## config.mk

```make
export PLATFORM = sky130hd
export DESIGN_NAME = vga_timing_gen
export DESIGN_NICKNAME = d
export VERILOG_FILES = /design/src/rtl/vga_timing_gen.sv
export SDC_FILE = /design/constraint.sdc
export NUM_CORES = 1
export LEC_CHECK = 0
export ABC_AREA = 1
export BUFFER_PORTS_ARGS = -buffer_cell sky130_fd_sc_hd__buf_2
export CAP_MARGIN = 20
export CORE_MARGIN = 10
export CORE_UTILIZATION = 40
export CTS_CLUSTER_DIAMETER = 80
export DETAILED_ROUTE_END_ITERATION = 10
export PLACE_DENSITY_LB_ADDON = 0.05
export SLEW_MARGIN = 30
export SYNTH_ARGS = -nofsm -noshare
export SYNTH_HDL_FRONTEND = slang
export SYNTH_SLANG_ARGS = --single-unit
```

## constraint.sdc

```tcl
create_clock -name clk -period 5.45 [get_ports clk]
set_input_delay 0.545 -clock clk [delete_from_list [all_inputs] [get_ports clk]]
set_output_delay 0.545 -clock clk [all_outputs]
set_load 0.01 [all_outputs]
```

## src/rtl/vga_timing_gen.sv

```systemverilog
// vga_timing_gen: parametrised VGA raster timing generator.
// Produces raw counts, sync pulses, an active-area flag, active-area
// coordinates and line/frame strobes, all registered together so that
// every output describes the pixel currently held on hc/vc.

module vga_timing_gen #(
   parameter int   H_ACTIVE = 1280,
   parameter int   H_FP     = 48,
   parameter int   H_SYNC   = 112,
   parameter int   H_BP     = 248,
   parameter int   V_ACTIVE = 1024,
   parameter int   V_FP     = 1,
   parameter int   V_SYNC   = 3,
   parameter int   V_BP     = 38,
   parameter logic HS_POL   = 1'b0,
   parameter logic VS_POL   = 1'b0,
   parameter int   CW       = 11
) (
   input  logic          clk,
   input  logic          clr_n,
   input  logic          pix_en,
   output logic          hsync,
   output logic          vsync,
   output logic          vidon,
   output logic [CW-1:0] hc,
   output logic [CW-1:0] vc,
   output logic [CW-1:0] x,
   output logic [CW-1:0] y,
   output logic          line_start,
   output logic          frame_start
);

   localparam int H_TOTAL = H_SYNC + H_BP + H_ACTIVE + H_FP;
   localparam int V_TOTAL = V_SYNC + V_BP + V_ACTIVE + V_FP;
   localparam int HA0     = H_SYNC + H_BP;
   localparam int HA_END  = HA0 + H_ACTIVE;
   localparam int VA0     = V_SYNC + V_BP;
   localparam int VA_END  = VA0 + V_ACTIVE;

   localparam logic [CW-1:0] H_LAST = CW'(H_TOTAL - 1);
   localparam logic [CW-1:0] V_LAST = CW'(V_TOTAL - 1);
   localparam logic [CW-1:0] HA0_C  = CW'(HA0);
   localparam logic [CW-1:0] VA0_C  = CW'(VA0);

   // Reject counter widths too narrow for the raster and empty sync/active segments
   if ((H_TOTAL - 1) > ((1 << CW) - 1) || (V_TOTAL - 1) > ((1 << CW) - 1)) begin : gWidthCheck
      $error("vga_timing_gen: CW too small for H_TOTAL/V_TOTAL");
   end
   if (H_ACTIVE < 1 || H_SYNC < 1 || V_ACTIVE < 1 || V_SYNC < 1 ||
       H_FP < 0 || H_BP < 0 || V_FP < 0 || V_BP < 0) begin : gSegCheck
      $error("vga_timing_gen: illegal zero-width or negative segment");
   end

   logic [CW-1:0] hc_q, vc_q, x_q, y_q;
   logic          hsync_q, vsync_q, vidon_q, line_start_q, frame_start_q;

   logic [CW-1:0] hc_d, vc_d, x_d, y_d;
   logic          hsync_d, vsync_d, vidon_d, line_start_d, frame_start_d;
   logic          hcWrap, vcWrap, inH, inV;
   logic [31:0]   hcExt, vcExt;

   // Next counts, then decode every output from those next counts so the
   // registered outputs line up with the registered counts (zero latency)
   always_comb begin
      hcWrap = (hc_q == H_LAST);
      vcWrap = (vc_q == V_LAST);

      hc_d = hcWrap ? '0 : hc_q + 1'b1;
      vc_d = vc_q;
      if (hcWrap) begin
         vc_d = vcWrap ? '0 : vc_q + 1'b1;
      end

      hcExt = 32'(hc_d);
      vcExt = 32'(vc_d);

      inH     = (hcExt >= 32'(HA0)) && (hcExt < 32'(HA_END));
      inV     = (vcExt >= 32'(VA0)) && (vcExt < 32'(VA_END));
      vidon_d = inH && inV;

      hsync_d = (hcExt < 32'(H_SYNC)) ? HS_POL : ~HS_POL;
      vsync_d = (vcExt < 32'(V_SYNC)) ? VS_POL : ~VS_POL;

      x_d = vidon_d ? (hc_d - HA0_C) : '0;
      y_d = vidon_d ? (vc_d - VA0_C) : '0;

      line_start_d  = hcWrap;
      frame_start_d = hcWrap && vcWrap;
   end

   // Output/state registers; everything advances only on a pixel tick
   always_ff @(posedge clk or negedge clr_n) begin
      if (!clr_n) begin
         hc_q          <= '0;
         vc_q          <= '0;
         x_q           <= '0;
         y_q           <= '0;
         vidon_q       <= 1'b0;
         hsync_q       <= HS_POL;
         vsync_q       <= VS_POL;
         line_start_q  <= 1'b0;
         frame_start_q <= 1'b0;
      end else if (pix_en) begin
         hc_q          <= hc_d;
         vc_q          <= vc_d;
         x_q           <= x_d;
         y_q           <= y_d;
         vidon_q       <= vidon_d;
         hsync_q       <= hsync_d;
         vsync_q       <= vsync_d;
         line_start_q  <= line_start_d;
         frame_start_q <= frame_start_d;
      end
   end

   assign hc          = hc_q;
   assign vc          = vc_q;
   assign x           = x_q;
   assign y           = y_q;
   assign vidon       = vidon_q;
   assign hsync       = hsync_q;
   assign vsync       = vsync_q;
   assign line_start  = line_start_q;
   assign frame_start = frame_start_q;

endmodule
```

==> metrics.md, run 1 <==
| Metric | Value |
|---|---|
| Top Usage Layer GRT | `met2` |
| Crit-path max FO | `19` |
| Chip Height | `114.4 µm` |
| Die X | `114.4 µm` |
| CTS root buf | `clkbuf_8` |
| Post-CTS sizing | `0` |
| Cell area power density | `347.0 nW/µm²` |
| Share of cells above drive strength 1 | `24.27%` |
| Tmin final | `3.149 ns` |
| Synth Cell Area | `3563 µm²` |
| Type of the worst min-delay path | `input pin to async pin` |
| Synth Area per Inst | `7.084 µm²` |
| CTS buffer count | `5` |
| Period utilization | `57.78%` |
| Status | `completed` |
| Sequential area share after synthesis | `34.41%` |
| # port buffers | `51` |
| Worst-Margin Slew | `0.6371 ns` |
| Critical Path RT | `5.71 ns` |
| Unique masters post-synth | `37` |
| GPL Wtd Cong | `0.8837` |
| Met3 GRT Util | `2.778%` |
| First-pass GRT wire length | `16,030 µm` |
| Rows | `34` |
| Worst vdd ir | `154.2 µV` |
| DR vias | `3,155` |
| Top cell type's share of synthesized area | `34.41%` |
| Initial antenna violation count | `0` |
| Vias in the first global route | `3,261` |
| Total gr overflow | `0` |
| Reg2Reg Setup Slack | `2.30 ns` |
| Ant. Diodes | `0` |
| Area contributors post-synth | `dfrtp_1 34%, nand2_1 17%, inv_1 5.5%, nor2_1 5.0%, o21ai_0 4.1%` |
| Max Cap Viol | `0` |
| Clock Sinks | `49` |
| Max-slew headroom | `57.53%` |
| Final core utilization | `45.63%` |
| Yosys warning count | `0` |
| Starting DRT DRC Count | `158` |
| Largest area contributor in the netlist | `dfrtp_1` |
| Reg clk slew, reported paths | `0.10 ns` |
| Synthesized flop and latch total | `49` |
| Overall global routing resource usage | `14.85%` |
| Layout net count | `557` |
| Layout area overhead | `11.13%` |
| Most common cell after layout, fill and taps aside | `nand2_1` |
| DRT Wirelength | `9227 µm` |
| Worst Setup End Kind | `flip-flop` |
| Fin. Hold Viols | `0` |
| Unrepaired setup endpoints after global routing | `false` |
| Cts hold-fix bufs | `0` |
| Antenna viol nets, final | `0` |
| Final setup violation count | `0` |
| DRC | `0` |
| Startpoint Class | `flip-flop` |
| Post CTS Setup Buffer Count | `0` |
| Commonest non-fill, non-tap cells in the layout | `165 x nand2_1, 52 x inv_1, 51 x buf_2, 49 x dfrtp_1, 47 x nor2_1` |
| Fmax | `317.5 MHz` |
| Min Hold Slack | `0.3403 ns` |
| Core area | `8678 µm²` |
| Reg2reg start | `hc[0]` |
| Worst R2R End | `x[10]` |
| Hpwl dp | `7038 µm` |
| Vias per std cell | `4.809` |
| GRT met2 Usage | `24.88%` |
| Total power | `1374 µW` |
| Data arrival, critical path | `3.41 ns` |
| CTS tree | `yes` |
| Syn_nets | `513` |
| Largest net degree at the start of global routing | `50` |
| Worst-Skew Late Latency | `0.31 ns` |
| Wire per inst | `14.07 µm` |
| Reg2Reg Depth | `16` |
| Fin. max-slew vios | `0` |
| H-tree depth | `2` |
| Worst-case clock skew | `0.007507 ns` |
| Critical path type | `flip-flop to flip-flop` |
| DIE AREA | `13,080 µm²` |
| Pre-antenna DRT Iters | `4` |
| Setup WS post-layout | `2.301 ns` |
| Pleak | `0.002142 µW` |
| Initial core utilization | `41.06%` |
| Pre-CTS WS | `2.309 ns` |
| Post-Syn Instances | `503` |
| Fill count | `919` |
| I/O pins | `52` |
| Longest Clk Path Bufs | `2` |
| GRT met1 Usage | `18.51%` |
| TNS Setup | `0 ns` |
-- how the worst max path moves through the flow --
| stage | start | to | slack [ns] | cells after the start |
|---|---|---|---|---|
| 2_1_floorplan | hc[1] | x[7] | 2.92 | 17 |
| 3_3_place_gp | hc[0] | y[1] | 2.40 | 16 |
| 3_5_place_dp | hc[0] | y[1] | 2.31 | 16 |
| 4_1_cts | hc[0] | y[1] | 2.28 | 16 |
| 5_1_grt | hc[0] | y[6] | 1.89 | 18 |
| 6_report | hc[0] | x[10] | 2.30 | 16 |
-- worst max-delay path, cell delays in order, from the launching register on --
cell and delay [ns]:
dfrtp_1 0.53, ha_1 0.28, nand2_2 0.11, clkinv_2 0.09
nand3_2 0.09, nor2_4 0.33, nor2_1 0.15, inv_1 0.17
ha_1 0.21, nor2_1 0.08, nor2_1 0.08, nor2_1 0.06
a21oi_2 0.17, nand3_4 0.14, nor2_8 0.41, nand2_1 0.11
nand2_1 0.07
-- metrics by stage --
step           instance area, µm²  instances
2_1_floorplan                3563        503
3_3_place_gp                 3870        648
3_5_place_dp                 3870        648
4_1_cts                      3960        656
5_1_grt                      3960        656
6_report                     3960        656
-- state kept, by name, summed over array words and instances (netlist names) --
name / flops
vsync: 1
frame_start: 1
hc: 11
line_start: 1
vidon: 1
hsync: 1
x: 11
y: 11
vc: 11
-- power breakdown --
group	switching (µW)	total, µW	leakage, µW	internal [µW]
combinational	390	602	0.00145	212
sequential	99.0	544	0.000644	445
clock	137	228	0.0000445	91.5
-- per-layer routing --
metal / part of all wire, % / vias up
met1: 46 / 1437
met3: 3.7 / 18
met4: 2.6 / 0
met2: 47 / 56
li1: - / 1644
met5: 0 / -
-- area by class of cell --
class | instances | area [µm²] | area share [%]
Inverter | 66 | 249.0 | 6.288
Multi-Input combinational cell | 372 | 1989 | 50.24
Sequential cell | 49 | 1226 | 30.96
Clock inverter | 3 | 21.27 | 0.5371
Tap cell | 108 | 135.1 | 3.412
Timing Repair Buffer | 53 | 270.3 | 6.825
Clock buffer | 5 | 68.82 | 1.738
-- cell usage after synthesis, drive strengths merged --
| cell | n |
|---|---|
| nand2 | 196 |
| inv | 64 |
| nor2 | 61 |
| dfrtp | 49 |
| nand3 | 37 |
| o21ai | 34 |
| xor2 | 13 |
| clkbuf | 9 |
| buf | 7 |
| ha | 7 |
| a21oi | 6 |
| nand4 | 5 |
| nor3 | 4 |
| clkinv | 2 |
| nand3b | 2 |
| o22ai | 2 |
| xnor2 | 2 |
| nand2b | 1 |
| o2111ai | 1 |
| o21a | 1 |
-- kinds of logic after synthesis --
logic type / after synthesis / share of synthesized area [%]
adders and majority gates: 7 / 2.458
DFF: 49 / 34.41
and+or+nand+nor: 306 / 42.42
buffers and inverters: 82 / 9.761
xor gates and xnor gates: 15 / 3.898
AOI/OAI and AO/OA: 44 / 7.058
(Power assumes the default switching activity.)
==> inputs of run 2 (changes only) <==
Clock period 5.45 ns to 2.7 ns, I/O delays scaled along.
==> run 2 against run 1 <==
  * Hold slack better by 0.035 ns
  * Sequential share of layout area down 2.6 points
  * Combinational power up 130%
  * Sequential power up 100%
  * Register-to-register slack worse by 2.1 ns
  * Largest power group unchanged
  * Clock power up 110%
==> metrics.md, run 2 (synthesis gave the netlist of run 1 again) <==
| Metric | Value |
|---|---|
| Initial antenna violation count | `0` |
| Status | `completed` |
| TNS Setup | `0 ns` |
| Crit-path slowest cell | `dfrtp_1` |
| Ant. Diodes | `0` |
| Worst-Skew Late Latency | `0.31 ns` |
| Critical path type | `flip-flop to flip-flop` |
| Hpwl dp | `7425 µm` |
| Switching part of the total power | `44.30%` |
| CTS buffer count | `5` |
| CP dominant cell by count | `nand2_1` |
| CP top delay family | `simple AND/OR/NAND/NOR gates` |
| DR vias | `3,330` |
| Logic gate share of total power | `47.3%` |
| Commonest non-fill, non-tap cells in the layout | `158 x nand2_1, 51 x inv_1, 51 x buf_2, 43 x nor2_1, 43 x dfrtp_1` |
| Worst Path Buf+Inv | `5` |
| First-pass GRT wire length | `16,620 µm` |
| I/O pins | `52` |
| Setup WS post-layout | `0.1831 ns` |
| Largest net degree at the start of global routing | `33` |
| Wire per inst | `14.34 µm` |
| Overall global routing resource usage | `15.39%` |
| Fin. max-slew vios | `0` |
| Critical Path RT | `2.96 ns` |
| Total power | `2982 µW` |
| Starting DRT DRC Count | `173` |
| Worst Setup End Kind | `flip-flop` |
| Clock Sinks | `49` |
| Max-slew headroom | `63.72%` |
| Layout area overhead | `21.95%` |
| Clock Power Share | `16.2%` |
| Pre-CTS WS | `0.1002 ns` |
| Max Cap Viol | `0` |
| Startpoint Class | `flip-flop` |
| Cell area power density | `686.2 nW/µm²` |
| Fmax | `397.3 MHz` |
| Vias in the first global route | `3,306` |
| Sw Pwr | `1321 µW` |
| Pre-antenna DRT Iters | `4` |
| DRT Wirelength | `9908 µm` |
| Min Hold Slack | `0.3750 ns` |
| DRC | `0` |
| Period utilization | `93.22%` |
| Total gr overflow | `0` |
| Core area | `8678 µm²` |
| Crit-path max FO | `8` |
| Share of cells above drive strength 1 | `32.59%` |
| GPL Wtd Cong | `0.8531` |
| # port buffers | `51` |
| Worst vdd ir | `280.6 µV` |
| CP cell instances | `ha_4, nand2_2, clkinv_2, nand3_2, nor2_4, buf_6, clkbuf_4, nand2_1, nand2_2, nand3_4, nand2_4, inv_2, nand2_1, nor2_1, nand3_2, nand3_4, nor2_8, buf_12, nand2_1, nand2_1` |
| Final setup violation count | `0` |
| Tmin final | `2.517 ns` |
| Pleak | `0.002320 µW` |
| Chip Height | `114.4 µm` |
| Reg clk slew, reported paths | `0.10 ns` |
| CTS tree | `yes` |
| Pint | `1661 µW` |
| Die X | `114.4 µm` |
| CTS root buf | `clkbuf_8` |
| Type of the worst min-delay path | `input pin to flip-flop` |
| Worst-case clock skew | `0.009607 ns` |
| Longest Clk Path Bufs | `2` |
| Initial core utilization | `41.06%` |
| Layout net count | `592` |
| Max stage delay on crit path | `0.41 ns` |
| Worst-Margin Slew | `0.5442 ns` |
| Vias per std cell | `4.819` |
| Flop pwr share | `36.4%` |
| Fin. Hold Viols | `0` |
| Most common cell after layout, fill and taps aside | `nand2_1` |
| Data arrival, critical path | `2.77 ns` |
| H-tree depth | `2` |
| Rows | `34` |
| Antenna viol nets, final | `0` |
| DIE AREA | `13,080 µm²` |
[run 2: path summary, 6_finish.rpt]
check                        from  cells after the start  endpoint  slack, ns
min in group asynchronous   clr_n                      2     hc[7]       0.48
setup / recovery            hc[1]                     20     x[10]       0.18
hold / removal             pix_en                      3     hc[6]       0.38
hold reg to reg             x[10]                      2     x[10]       0.48
setup reg to reg            hc[1]                     20     x[10]       0.18
max in group asynchronous   clr_n                      3     hc[9]       1.41
[run 2: power by group through the flow]
stage	Sequential, µW	Combinational (µW)	Clock (µW)
global route	1120	1610	534
detailed placement	1090	1350	0
CTS	1080	1350	506
global placement	1090	1340	0
floorplan	1130	829	0
finish	1090	1410	484
[run 2: worst register-to-register path, stage by stage, from the launching register on]
cell and delay, ns:
dfrtp_1 0.41, ha_4 0.16, nand2_2 0.08, clkinv_2 0.07, nand3_2 0.09, nor2_4 0.20
buf_6 0.15, clkbuf_4 0.17, nand2_1 0.07, nand2_2 0.08, nand3_4 0.12, nand2_4 0.09
inv_2 0.03, nand2_1 0.04, nor2_1 0.04, nand3_2 0.11, nand3_4 0.12, nor2_8 0.16
buf_12 0.16, nand2_1 0.06, nand2_1 0.05
[run 2: cell type report]
cell class,count,area [µm²]
fill,912,4333
tap,108,135.1
sequential,49,1234
multi-input combinational,372,2067
clock inverter,2,13.76
inverter,66,249.0
timing repair buffer,88,564.3
clock buffer,6,82.58
[run 2: stage by stage]
stage	instances	utilization [%]	area (µm²)
after global routing	691	50.07	4345
final	691	50.07	4345
after global placement	663	46.18	4008
after detailed placement	663	46.18	4008
after CTS	672	47.40	4114
after floorplan	503	-	3563
[run 2: routing by layer]
layer | track usage, % | wire [µm]
met1 | 19.41 | 4473
met2 | 26.43 | 4885
met3 | 2.725 | 404
met4 | 3.759 | 144
met5 | 0 | 0
[run 2: timing repair]
action / CTS / global route
buffers inserted: 0 / 19
endpoints found under the setup margin: 0 / 19
resized for setup: 0 / 29
endpoints found under the hold margin: 20 / 0
hold buffers: 1 / 0
==> inputs of run 3 (changes only) <==
Settings changed: HOLD_SLACK_MARGIN set to 0.08, REMOVE_ABC_BUFFERS set to 1.
==> run 3 against run 2 <==
  * Sequential power shrank 4%
  * Non-clock buffer count shrank 12
  * Fmax grew 1.1%
  * Clock-buffer cell count shrank 1
  * Core utilization shrank 1.6 points
  * Clock power grew 18%
  * Critical path depth shrank 3
  * Flip-flop and latch count is the same
  * Cell count shrank 1.7%
  * Register-to-register slack gained 0.03 ns
  * Combinational power is essentially flat
  * Critical path type unchanged
  * Largest power group unchanged
==> metrics.md, run 3 (synthesis gave the netlist of run 1 again) <==
| Metric | Value |
|---|---|
| Status | `completed` |
| CP cell instances | `ha_1, nand2_2, clkinv_2, nand3_2, nor2_4, nand2_1, nor2_1, nor2_4, inv_1, ha_1, nand2_1, nor2_1, nand3_1, nand3_2, nand3_4, buf_4, o21ai_0` |
| Layout net count | `580` |
| Vias in the first global route | `3,352` |
| Cell area power density | `719.9 nW/µm²` |
| Logic gate share of total power | `46.4%` |
| Placed cell count | `668` |
| Worst Path Buf+Inv | `3` |
| GPL Wtd Cong | `0.8286` |
| End point of the critical path | `x[1]` |
| Reg2reg start | `hc[0]` |
| Setup WS post-layout | `0.2100 ns` |
| Worst-case clock skew | `0.01700 ns` |
| # port buffers | `51` |
| Cts hold-fix bufs | `0` |
| Worst-Skew Late Latency | `0.31 ns` |
| Worst vdd ir | `276.2 µV` |
| Non-filler instance count after layout | `679` |
| Area of the multi-input gates | `1998 µm²` |
| First-pass GRT wire length | `16,130 µm` |
| Data arrival, critical path | `2.70 ns` |
| Pint | `1717 µW` |
| Rows | `34` |
| Core area | `8678 µm²` |
| CP startpoint | `hc[0]` |
| Startpoint Class | `flip-flop` |
| Fin. max-slew vios | `0` |
| CTS buffer count | `5` |
| Reg clk slew, reported paths | `0.11 ns` |
| CP top delay family | `simple AND/OR/NAND/NOR gates` |
| I/O pins | `52` |
| Type of the worst min-delay path | `input pin to async pin` |
| Worst-Margin Slew | `0.6620 ns` |
| Critical path type | `flip-flop to flip-flop` |
| Ant. Diodes | `0` |
| Starting DRT DRC Count | `124` |
| Sw Pwr | `1308 µW` |
| Worst Setup End Kind | `flip-flop` |
| TNS Setup | `0 ns` |
| Storage element area | `1227 µm²` |
| Largest net degree at the start of global routing | `50` |
| Tmin final | `2.490 ns` |
| Final core utilization | `48.43%` |
| H-tree depth | `2` |
| Initial antenna violation count | `0` |
| Reg2Reg Setup Slack | `0.21 ns` |
| Clock Sinks | `49` |
| Die X | `114.4 µm` |
| Max stage delay on crit path | `0.36 ns` |
| Flop pwr share | `34.8%` |
| Fin. Hold Viols | `0` |
| CTS tree | `yes` |
| Antenna viol nets, final | `0` |
| Crit-path max FO | `5` |
| Initial core utilization | `41.06%` |
| Period utilization | `92.22%` |
| Switching part of the total power | `43.24%` |
| DRT Wirelength | `9462 µm` |
| Layout area overhead | `17.94%` |
| Max Cap Viol | `0` |
| Overall global routing resource usage | `14.92%` |
| Vias per std cell | `4.848` |
| Pre-CTS WS | `0.07659 ns` |
| CTS root buf | `clkbuf_8` |
| Clock Power Share | `18.8%` |
| Reg2Reg Depth | `17` |
| Wire per inst | `13.94 µm` |
| Max-slew headroom | `55.86%` |
| Pre-antenna DRT Iters | `4` |
| Most common cell after layout, fill and taps aside | `nand2_1` |
| Fill count | `919` |
| DIE AREA | `13,080 µm²` |
| Critical Path RT | `2.91 ns` |
| Total gr overflow | `0` |
| Crit-path slowest cell | `dfrtp_1` |
| Share of cells above drive strength 1 | `28.02%` |
| Worst R2R End | `x[1]` |
| Commonest non-fill, non-tap cells in the layout | `164 x nand2_1, 52 x inv_1, 51 x buf_2, 48 x dfrtp_1, 46 x nor2_1` |
| Pleak | `0.002281 µW` |
| DR vias | `3,292` |
| Levels on crit path | `17` |
| Total power | `3026 µW` |
| Chip Height | `114.4 µm` |
| Final setup violation count | `0` |
| DRC | `0` |
| Fmax | `401.6 MHz` |
| Unrepaired setup endpoints after global routing | `false` |
| Hpwl dp | `7204 µm` |
| Longest Clk Path Bufs | `2` |
## run 3: worst min-delay path by stage
stage	from	end	slack, ns	cells past startpoint
final	clr_n	hc[9]	0.06	2
after global routing	clr_n	hc[9]	0.11	2
after CTS	clr_n	hc[4]	0.08	2
after detailed placement	clr_n	hc[4]	0.43	2
after global placement	clr_n	x[2]	0.42	2
after floorplan	clr_n	frame_start	-0.03	0
## run 3: area by class of cell
| class | count | area share (%) |
|---|---|---|
| tap | 108 | 3.215 |
| sequential | 49 | 29.21 |
| timing repair buffer | 76 | 11.43 |
| clock buffer | 5 | 1.637 |
| multi-input combinational | 372 | 47.54 |
| inverter | 66 | 5.924 |
| clock inverter | 3 | 1.042 |
## run 3: timing repair
| action | 4_1_cts | 5_1_grt |
|---|---|---|
| resized for setup | 0 | 4 |
| endpoints found under the setup margin | 0 | 20 |
| setup buffers | 0 | 3 |
## run 3: power by group through the flow
stage	registers (µW)	logic [µW]	clock network, µW
2_1_floorplan	1150	771	0
3_3_place_gp	1060	1380	0
3_5_place_dp	1070	1390	0
4_1_cts	1060	1390	594
5_1_grt	1090	1580	615
6_report	1050	1400	569
## run 3: routing by layer
metal	track usage [%]	up-vias	part of all wire, %	wire, µm
met5	0	-	0	0
met4	5.514	0	2.5	233
met3	2.830	17	3.7	351
met2	26.69	67	51	4785
met1	17.10	1526	43	4091
li1	-	1682	-	-
## run 3: worst register-to-register path: stages (launching register included)
cell      delay, ns
dfrtp_1        0.36
ha_1           0.22
nand2_2        0.11
clkinv_2       0.08
nand3_2        0.09
nor2_4         0.15
nand2_1        0.07
nor2_1         0.17
nor2_4         0.07
inv_1          0.08
ha_1           0.15
nand2_1        0.06
nor2_1         0.10
nand3_1        0.09
nand3_2        0.11
nand3_4        0.10
buf_4          0.18
o21ai_0        0.20
## run 3: metrics by stage
stage          area, µm²  hold WS, ns
5_1_grt             4203       0.1092
6_report            4203      0.06395
3_5_place_dp        4033       0.4338
3_3_place_gp        4033       0.4238
2_1_floorplan       3465     -0.02559
4_1_cts             4145      0.08393
